### config.mk
export PLATFORM = sky130hd
export DESIGN_NAME = load_store_unit
export DESIGN_NICKNAME = d
export VERILOG_FILES = /design/src/rtl/lsu_pkg.sv /design/src/rtl/load_extender.sv /design/src/rtl/load_store_unit.sv
export SDC_FILE = /design/constraint.sdc
export NUM_CORES = 1
export LEC_CHECK = 0
export ABC_AREA = 1
export BUFFER_PORTS_ARGS = -buffer_cell sky130_fd_sc_hd__buf_2
export CORE_ASPECT_RATIO = 1.4
export CORE_MARGIN = 4
export CORE_UTILIZATION = 35
export CTS_BUF_LIST = sky130_fd_sc_hd__clkbuf_4 sky130_fd_sc_hd__clkbuf_8
export DETAILED_ROUTE_END_ITERATION = 6
export PLACE_DENSITY = 0.56
export SETUP_SLACK_MARGIN = 0.05
export SYNTH_ARGS = -nofsm -noshare
export SYNTH_HDL_FRONTEND = slang
export SYNTH_SLANG_ARGS = --single-unit
### constraint.sdc
create_clock -name clk -period 3.55 [get_ports clk]
set_input_delay 0.355 -clock clk [delete_from_list [all_inputs] [get_ports clk]]
set_output_delay 0.355 -clock clk [all_outputs]
set_load 0.01 [all_outputs]
### src/rtl/lsu_pkg.sv
// Shared definitions for the load/store unit: FSM state encoding, funct3
// access encodings, access-size decoding and the store byte-merge helper.
package lsu_pkg;

  // FSM state encoding, kept as plain constants so older tools and
  // waveform scripts that expect a 2-bit state vector keep working.
  localparam logic [1:0] ST_IDLE  = 2'd0;
  localparam logic [1:0] ST_READ  = 2'd1;
  localparam logic [1:0] ST_WRITE = 2'd2;
  localparam logic [1:0] ST_RESP  = 2'd3;

  // funct3 encodings for the access size and signedness.
  localparam logic [2:0] F3_LB  = 3'b000;
  localparam logic [2:0] F3_LH  = 3'b001;
  localparam logic [2:0] F3_LW  = 3'b010;
  localparam logic [2:0] F3_LBU = 3'b100;
  localparam logic [2:0] F3_LHU = 3'b101;

  typedef enum logic [1:0] {
    SIZE_BYTE = 2'd0,
    SIZE_HALF = 2'd1,
    SIZE_WORD = 2'd2
  } access_size_t;

  // Reduce funct3 to an access size; the unused codes 011, 110 and 111
  // fall through to word accesses.
  function automatic access_size_t decode_size(input logic [2:0] funct3);
    access_size_t size;
    case (funct3)
      F3_LB, F3_LBU: size = SIZE_BYTE;
      F3_LH, F3_LHU: size = SIZE_HALF;
      default:       size = SIZE_WORD;
    endcase
    return size;
  endfunction

  // Replace only the addressed byte or half of an existing memory word with
  // the right-aligned store data; a word store replaces everything.
  function automatic logic [31:0] merge_store(input logic [31:0]  word,
                                              input logic [31:0]  data,
                                              input logic [1:0]   offset,
                                              input access_size_t size);
    logic [31:0] merged;
    merged = data;
    case (size)
      SIZE_BYTE: begin
        case (offset)
          2'd0:    merged = {word[31:8], data[7:0]};
          2'd1:    merged = {word[31:16], data[7:0], word[7:0]};
          2'd2:    merged = {word[31:24], data[7:0], word[15:0]};
          default: merged = {data[7:0], word[23:0]};
        endcase
      end
      SIZE_HALF: begin
        if (offset[1]) merged = {data[15:0], word[15:0]};
        else           merged = {word[31:16], data[15:0]};
      end
      default: merged = data;
    endcase
    return merged;
  endfunction

endpackage

### src/rtl/load_extender.sv
// Combinational load lane selection: picks the addressed byte or half out of
// a memory word and sign- or zero-extends it according to funct3.
module load_extender
  import lsu_pkg::*;
(
  input  logic [31:0] word,
  input  logic [1:0]  offset,
  input  logic [2:0]  funct3,
  output logic [31:0] result
);

  access_size_t size;
  logic         sign_extend;
  logic [7:0]   lane_byte;
  logic [15:0]  lane_half;

  // Select the lane by address offset and widen it to 32 bits.
  always_comb begin
    size        = decode_size(funct3);
    sign_extend = ~funct3[2];
    lane_half   = offset[1] ? word[31:16] : word[15:0];
    case (offset)
      2'd0:    lane_byte = word[7:0];
      2'd1:    lane_byte = word[15:8];
      2'd2:    lane_byte = word[23:16];
      default: lane_byte = word[31:24];
    endcase
    case (size)
      SIZE_BYTE: result = {{24{sign_extend & lane_byte[7]}}, lane_byte};
      SIZE_HALF: result = {{16{sign_extend & lane_half[15]}}, lane_half};
      default:   result = word;
    endcase
  end

endmodule

### src/rtl/load_store_unit.sv
// Load/store unit between a CPU request port and a word-wide RAM that reads
// combinationally and writes on the falling clock edge. Sub-word stores are
// done as read-modify-write. Optional misaligned-access trapping is enabled
// by defining LSU_MISALIGN_TRAP_EN; without it respError is tied low and the
// low address bits below the access size are ignored.
module load_store_unit
  import lsu_pkg::*;
(
  input  logic        clk,
  input  logic        reset,
  input  logic        reqValid,
  output logic        reqReady,
  input  logic        reqWrite,
  input  logic [2:0]  reqFunct3,
  input  logic [31:0] reqAddress,
  input  logic [31:0] reqData,
  output logic        respValid,
  output logic [31:0] respData,
  output logic        respError,
  output logic        memReadEnable,
  output logic        memWriteEnable,
  output logic [31:0] memAddress,
  output logic [31:0] memDataIn,
  input  logic [31:0] memDataOut
);

  logic [1:0]   state;
  logic         lat_write;
  logic [2:0]   lat_funct3;
  logic [31:0]  lat_address;
  logic [31:0]  wr_word;
  logic [31:0]  resp_data_q;
  logic [31:0]  load_result;
  logic         misaligned;
  access_size_t req_size;
  access_size_t lat_size;

  assign req_size = decode_size(reqFunct3);
  assign lat_size = decode_size(lat_funct3);

`ifdef LSU_MISALIGN_TRAP_EN
  logic resp_error_q;

  assign misaligned = ((req_size == SIZE_HALF) && reqAddress[0]) ||
                      ((req_size == SIZE_WORD) && (reqAddress[1:0] != 2'b00));
  assign respError  = (state == ST_RESP) ? resp_error_q : 1'b0;

  // Remember whether the accepted request trapped, for the response cycle.
  always_ff @(posedge clk or posedge reset) begin
    if (reset) begin
      resp_error_q <= 1'b0;
    end else if ((state == ST_IDLE) && reqValid) begin
      resp_error_q <= misaligned;
    end
  end
`else
  assign misaligned = 1'b0;
  assign respError  = 1'b0;
`endif

  // Lane select and extension of the word currently presented by the RAM.
  load_extender u_load_extender (
    .word   (memDataOut),
    .offset (lat_address[1:0]),
    .funct3 (lat_funct3),
    .result (load_result)
  );

  // Request/response FSM. SW goes straight to WRITE with the store data as
  // the write word; SB/SH first read the word so the merge can keep the
  // untouched lanes. Trapped accesses skip memory entirely.
  always_ff @(posedge clk or posedge reset) begin
    if (reset) begin
      state       <= ST_IDLE;
      lat_write   <= 1'b0;
      lat_funct3  <= 3'b000;
      lat_address <= 32'h0;
      wr_word     <= 32'h0;
      resp_data_q <= 32'h0;
    end else begin
      case (state)
        ST_IDLE: begin
          if (reqValid) begin
            lat_write   <= reqWrite;
            lat_funct3  <= reqFunct3;
            lat_address <= reqAddress;
            wr_word     <= reqData;
            resp_data_q <= 32'h0;
            if (misaligned) begin
              state <= ST_RESP;
            end else if (reqWrite && (req_size == SIZE_WORD)) begin
              state <= ST_WRITE;
            end else begin
              state <= ST_READ;
            end
          end
        end
        ST_READ: begin
          if (lat_write) begin
            wr_word <= merge_store(memDataOut, wr_word, lat_address[1:0], lat_size);
            state   <= ST_WRITE;
          end else begin
            resp_data_q <= load_result;
            state       <= ST_RESP;
          end
        end
        ST_WRITE: begin
          state <= ST_RESP;
        end
        ST_RESP: begin
          state <= ST_IDLE;
        end
        default: begin
          state <= ST_IDLE;
        end
      endcase
    end
  end

  // Outputs decode directly from the state; the asynchronous reset already
  // forces IDLE, and reqReady is additionally masked while reset is high.
  // Because the write enable is a pure state decode, a reset during WRITE
  // drops it before the RAM's falling-edge write.
  always_comb begin
    reqReady       = (state == ST_IDLE) && !reset;
    memReadEnable  = (state == ST_READ);
    memWriteEnable = (state == ST_WRITE);
    memAddress     = 32'h0;
    memDataIn      = 32'h0;
    respValid      = (state == ST_RESP);
    respData       = 32'h0;
    if ((state == ST_READ) || (state == ST_WRITE)) begin
      memAddress = {lat_address[31:2], 2'b00};
    end
    if (state == ST_WRITE) begin
      memDataIn = wr_word;
    end
    if (state == ST_RESP) begin
      respData = resp_data_q;
    end
  end

endmodule

==> key figures, run 1 <==
Power and ir drop
  • Tot Pwr: 0.006878 W
  • Worst-case vdd ir drop: 0.0004694 V
  • P per Cell Area: a little over 900 mW/mm^2
  • Leak pwr: 4.739 nW

Routing
  • DRC: 0
  • Wire length per cell after detailed routing: 15.57 um
  • DR iter-0 viols: 300
  • Remaining antenna violation count after routing: 0
  • Avg Vias per Cell: 4.702
  • Detailed-routing iteration count for the pre-antenna-repair pass: 5
  • Final wirelength: 20430 um
  • Total vias in the final route: 6169

Logic synthesis
  • Count of flip-flops with a built-in enable after synthesis: 0
  • Post-synthesis area per instance: between 6 and 7 um^2
  • Count of state elements after synthesis: 102
  • Area share of and/or/nand/nor cells after synthesis: 29.72%
  • Leading cell types by total area after synthesis: sky130_fd_sc_hd__dfrtp_1, sky130_fd_sc_hd__nand2_1, sky130_fd_sc_hd__inv_1
  • Count of synthesis-stage warnings from yosys: 0
  • Multiplexer share of the synthesized area: 5.447%
  • Post-Syn Instances: 897
  • Combinational family with the most area after synthesis: simple AND/OR/NAND/NOR gates
  • Adder-cell share of the synthesized area: 1.009%
  • Synth Flop Type: sky130_fd_sc_hd__dfrtp_1
  • Cell variety after synth: 30
  • Portion of the post-synthesis area used by sequential elements: 41.15%
  • Cell type with the largest total area after synthesis: sky130_fd_sc_hd__dfrtp_1
  • Async set or reset register ratio after synthesis: 100.0%
  • Share of the synthesized area in compound gates (AO/OA/AOI/OAI): 10.19%
  • Synth Cell Area: roughly 0.0062 mm^2
  • Synth top area share: 41.15%
  • Xor/xnor cell area share of the yosys netlist: 0%

Global routing
  • Met1 capacity usage during global routing: 24.81%
  • Met2 Resource Use GR: between 30% and 40%
  • Global routing met3 resource utilization: 4.634%
  • Global-route wire length before repair: approximately 32000 um
  • Aggregate global-route resource usage: between 20% and 30%
  • Gr ovfl total: 0
  • Antenna violations before repair: 3
  • Number of global-route vias before repair: 6050
  • Global route hottest layer: met2
  • Largest net degree at the start of global routing: 50

Final layout
  • Leading cell type in the layout, fill and taps excluded: sky130_fd_sc_hd__nand2_1
  • Most used cells in the layout excluding fill and tap cells: sky130_fd_sc_hd__nand2_1, sky130_fd_sc_hd__buf_2, sky130_fd_sc_hd__inv_1
  • Post-layout nets: between 1k and 1.5k
  • Proportion of layout cells with a drive suffix above 1: 25.49%
  • Area growth from synthesis to layout: 21.53%

Placement
  • Setup WS pre-CTS: around 1.1 ns
  • DP HPWL: 15710 um
  • Final GP Congestion: 0.9093
  • Number of buffer cells added on primary ports: 200

Timing
  • Maximum frequency from static timing analysis: 387.4 MHz
  • Unrepaired setup endpoints after global routing: no
  • Slew Limit Fails: 0
  • Number of failing setup endpoints in the final timing report: 0
  • Smallest setup slack after layout: 0.9688 ns
  • Pin slew with the least headroom to its limit: 1.006 ns
  • Minimum period implied by the final worst setup slack: approximately 2.6 ns
  • Final number of hold-violating endpoints: 0
  • Setup tns final: 0 ns
  • Final period utilization: approximately 73%
  • Relative slew margins: about a third
  • Setup clock skew after layout: about 0.012 ns

Clock network
  • Number of buffers between clock root and the deepest sink: 2
  • Maximum level of the CTS H-tree: 3
  • Root Driver: sky130_fd_sc_hd__clkbuf_8
  • Number of sinks handled by clock tree synthesis: 102
  • Clock Latency Late Sink: 0.39 ns
  • Hold-fix buffers at CTS: 0
  • CTS-repair resized insts: 0
  • Buffer count from post-CTS setup fixing: 0
  • Num CTS Buffers: 9
  • Reg clk slew, reported paths: 0.10 ns
  • Clock tree from TritonCTS: done

Floorplan
  • Core region area: 0.01740 mm^2
  • Die Outline Area: about 0.020 mm^2
  • Vertical die dimension: 165.5 um
  • Die span in x: about 120 um
  • Initial core utilization: a little over a third
  • Count of pins on the block boundary: ~200
  • Std cell rows: 57

Setup path
  • Capturing element type of the critical path: output pin
  • Largest fanout on the critical path: 31
  • Slowest stage cell on the critical path: sky130_fd_sc_hd__ha_1
  • CP dominant cell by count: sky130_fd_sc_hd__inv_1
  • Longest individual stage delay on the worst path: 0.96 ns
  • Worst flop-to-flop path endpoint: wr_word[9]
  • Worst r2r src: lat_funct3[1]
  • Reg-to-reg setup timing slack: 1.05 ns
  • Type of origin of the critical path: flip-flop
  • Count of buffering cells on the critical path with inverters included: 3
  • CP arrival: 2.23 ns
  • Worst setup path class: flip-flop to output pin
  • Crit path max-delay family: adder cells
  • Data required, critical path: 3.19 ns
  • Count of cells along the worst register-to-register path: 9
  • Chain of cells forming the critical path: inv_1 > ha_1 > nand2_1 > inv_1 > buf_2
  • Critical path depth in cells: 5

Run
  • Number of maximum-capacitance constraint violations: 0

Status
  • Outcome: completed

Min path
  • Kind of path behind the tightest hold check: input port to asynchronous set/reset pin
## power by group
part | internal, W | switching (W)
clock network | 0.000380 | 0.000413
logic | 0.00141 | 0.00263
registers | 0.00170 | 0.000352
total | 0.00349 | 0.00339
## how the worst max path moves through the flow
stage                             start        endpoint
after floorplan                   reset  lat_address[0]
after global placement    lat_funct3[1]     wr_word[14]
after detailed placement       state[1]      wr_word[6]
after CTS                      state[0]  memAddress[24]
after global routing           state[0]  memAddress[12]
final                          state[0]  memAddress[24]
## cell families after synthesis
family          count (synthesis)
mux                            30
compound gates                118
fa+ha+maj                       5
other cells                     1
flops                         102
buf+inv                       186
simple gates                  455
## routing by layer
| layer | up-vias | share of wire (%) | wire length [um] |
|---|---|---|---|
| met5 | - | 0.11 | 23 |
| met4 | 4 | 3.0 | 616 |
| met3 | 35 | 6.8 | 1395 |
| met2 | 215 | 50 | 10130 |
| met1 | 2810 | 40 | 8257 |
| li1 | 3105 | - | - |
## flip-flops by register name, indices dropped and copies added, names as in the netlist
register,count
lat_funct3,3
wr_word,32
state,2
resp_data_q,32
lat_write,1
lat_address,32
## cell type report
class | count | area [um^2]
Clock buffer | 13 | 166.4
Antenna cell | 1 | 2.502
Tap cell | 236 | 295.3
Clock inverter | 3 | 42.54
Fill cell | 1985 | 9864
Sequential cell | 102 | 2552
Multi-Input combinational cell | 611 | 2887
Timing Repair Buffer | 210 | 1076
Inverter | 136 | 515.5
## synthesized netlist by cell type (3+ instances only)
cell type	count
sky130_fd_sc_hd__nor2_1	56
sky130_fd_sc_hd__o21ai_0	39
sky130_fd_sc_hd__nand2_2	6
sky130_fd_sc_hd__buf_4	7
sky130_fd_sc_hd__nand2_1	317
sky130_fd_sc_hd__buf_6	3
sky130_fd_sc_hd__buf_1	4
sky130_fd_sc_hd__nand3_1	68
sky130_fd_sc_hd__buf_2	17
sky130_fd_sc_hd__ha_1	5
sky130_fd_sc_hd__o211ai_1	11
sky130_fd_sc_hd__dfrtp_1	102
sky130_fd_sc_hd__inv_1	132
sky130_fd_sc_hd__inv_2	3
sky130_fd_sc_hd__a21oi_1	62
sky130_fd_sc_hd__mux2_2	30
sky130_fd_sc_hd__nor2_2	3
sky130_fd_sc_hd__clkbuf_1	19
## stage by stage
stage               hold slack, ns  instances  util (%)  cell area (um^2)
global route                0.1076       1312     43.31              7537
floorplan                   0.4487        899         -              6210
CTS                        0.06134       1311     43.30              7535
detailed placement          0.4668       1295     42.10              7326
global placement            0.4651       1295     42.10              7326
finish                     0.06498       1312     43.31              7537
Note: power is estimated with default switching activity, not from simulation.
==> run 2, diff against run 1 <==
- clock period: 3.55 -> 2.48 ns (I/O delays scaled with it)
==> key figures, run 2 (synthesis gave the netlist of run 1 again) <==
Status
  • Outcome: complete, but fails checks
  • Violations in the final reports: negative hold slack

Global routing
  • Number of global-route vias before repair: about 6.2k
  • Global-route wire length before repair: between 30000 and 40000 um
  • Antenna violations before repair: 0
  • Gr ovfl total: 0
  • Largest net degree at the start of global routing: 103
  • Aggregate global-route resource usage: 20.42%

Floorplan
  • Core region area: 0.01740 mm^2
  • Vertical die dimension: 165.5 um
  • Initial core utilization: about 36%
  • Die span in x: 120.5 um
  • Std cell rows: 57
  • Count of pins on the block boundary: about 200
  • Die Outline Area: 0.01994 mm^2

Final layout
  • Total area of multi-input combinational cells: 0.002887 mm^2
  • Area growth from synthesis to layout: 22.31%
  • Leading cell type in the layout, fill and taps excluded: sky130_fd_sc_hd__nand2_1
  • Count of antenna diodes in the layout: 0
  • Proportion of layout cells with a drive suffix above 1: 25.97%
  • Register cell area after layout: 0.002552 mm^2
  • Most used cells in the layout excluding fill and tap cells: sky130_fd_sc_hd__nand2_1, sky130_fd_sc_hd__buf_2, sky130_fd_sc_hd__inv_1
  • Largest registers: lat_address (32), resp_data_q (32), wr_word (32)
  • Post-layout nets: 1185
  • Count of filler cells inserted in the layout: 1969

Min path
  • Kind of path behind the tightest hold check: input port to asynchronous set/reset pin

Timing
  • Number of failing setup endpoints in the final timing report: 0
  • Minimum period implied by the final worst setup slack: 2.104 ns
  • Unrepaired setup endpoints after global routing: no
  • Worst Hold Margin: -0.06654 ns
  • Maximum frequency from static timing analysis: 475.3 MHz
  • Setup tns final: 0 ns
  • Smallest setup slack after layout: 0.3763 ns
  • Setup clock skew after layout: 0.01218 ns
  • Slew Limit Fails: 0
  • Final number of hold-violating endpoints: 24
  • Final period utilization: 84.83%
  • Relative slew margins: a little under three fifths
  • Pin slew with the least headroom to its limit: ~0.66 ns

Power and ir drop
  • Int Power: 0.005026 W
  • Leak pwr: 4.766 nW
  • P per Cell Area: 1304 mW/mm^2
  • Sw Share: 49.19%
  • Part of the total power dissipated in combinational logic: 59.2%
  • Sequential Power Share: 29.7%
  • Switching component of the power: 0.004867 W
  • Worst-case vdd ir drop: 0.0006474 V
  • Share of total power in the clock network: 11.0%

Clock network
  • CTS-repair resized insts: 0
  • Clock Latency Late Sink: 0.40 ns
  • Clock tree from TritonCTS: done
  • Reg clk slew, reported paths: 0.10 ns
  • Num CTS Buffers: 9
  • Number of buffers between clock root and the deepest sink: 2
  • Buffer count from post-CTS setup fixing: 0
  • Maximum level of the CTS H-tree: 3
  • Hold-fix buffers at CTS: 0
  • Number of sinks handled by clock tree synthesis: 102
  • Root Driver: sky130_fd_sc_hd__clkbuf_8

Setup path
  • Largest fanout on the critical path: 44
  • Capturing element type of the critical path: output pin
  • Worst setup path class: flip-flop to output pin
  • CP arrival: 1.86 ns
  • Data required, critical path: 2.23 ns
  • Type of origin of the critical path: flip-flop

Run
  • Number of maximum-capacitance constraint violations: 0

Routing
  • Total vias in the final route: between 6k and 7k
  • Final wirelength: approximately 20000 um
  • DR iter-0 viols: 321
  • Detailed-routing iteration count for the pre-antenna-repair pass: 5
  • Remaining antenna violation count after routing: 0
  • DRC: 0
  • Wire length per cell after detailed routing: 15.37 um
  • Avg Vias per Cell: 4.737

Placement
  • Setup WS pre-CTS: between 0.4 and 0.5 ns
  • Final GP Congestion: between 0.8 and 0.9
  • Number of buffer cells added on primary ports: 200
  • DP HPWL: 15500 um
## run 2: cell count changes in the layout (fill, tap and decap cells not counted), sizes merged
cell,delta
buf,+7
clkbuf,-1
clkinv,+1
clkinvlp,+1
diode,-1
inv,-1
## run 2: metal layers
layer	GRT usage, %	share of wire [%]	vias up
met4	8.866	3.2	0
met2	33.96	48	233
met1	24.92	40	2855
met5	0	0	-
li1	-	-	3120
met3	5.451	8.3	35
## run 2: final timing paths
check / endpoint / slack [ns] / cells past startpoint / start
max: memReadEnable / 0.38 / 4 / state[1]
min: resp_data_q[7] / -0.07 / 3 / reset
max reg2reg: wr_word[2] / 0.39 / 7 / state[1]
min reg2reg: resp_data_q[28] / 0.49 / 2 / resp_data_q[28]
max in group asynchronous: lat_address[21] / 1.96 / 3 / reset
min in group clk: lat_address[14] / 0.07 / 2 / reqAddress[14]
## run 2: stage by stage
stage	utilization (%)	cells	power, W	area, um^2	hold WS [ns]
after floorplan	-	899	0.007049	6213	0.3931
after global placement	42.48	1302	0.008847	7392	0.4666
after detailed placement	42.48	1302	0.008891	7392	0.4696
after CTS	43.59	1318	0.01000	7586	0.03321
after global routing	43.59	1318	0.01092	7586	0.04922
final	43.59	1318	0.009893	7586	-0.06654
## run 2: power by group through the flow
stage | clock [W] | combinational [W] | sequential (W)
after detailed placement | 0 | 0.00591 | 0.00298
after floorplan | 0 | 0.00428 | 0.00277
after CTS | 0.00112 | 0.00593 | 0.00295
after global routing | 0.00119 | 0.00670 | 0.00303
after global placement | 0 | 0.00588 | 0.00297
final | 0.00109 | 0.00586 | 0.00294
## run 2: cell type report
cell class / instances / share of cell area (%)
Multi-Input combinational cell: 611 / 38.05
Inverter: 136 / 6.812
Tap cell: 236 / 3.892
Clock buffer: 12 / 1.930
Timing Repair Buffer: 217 / 15.04
Clock inverter: 4 / 0.6268
Sequential cell: 102 / 33.65
## run 2: worst max-delay path, stage by stage (launching register included)
cell,delay (ns)
sky130_fd_sc_hd__dfrtp_1,0.41
sky130_fd_sc_hd__inv_1,0.13
sky130_fd_sc_hd__ha_1,0.25
sky130_fd_sc_hd__buf_4,0.43
sky130_fd_sc_hd__buf_2,0.24
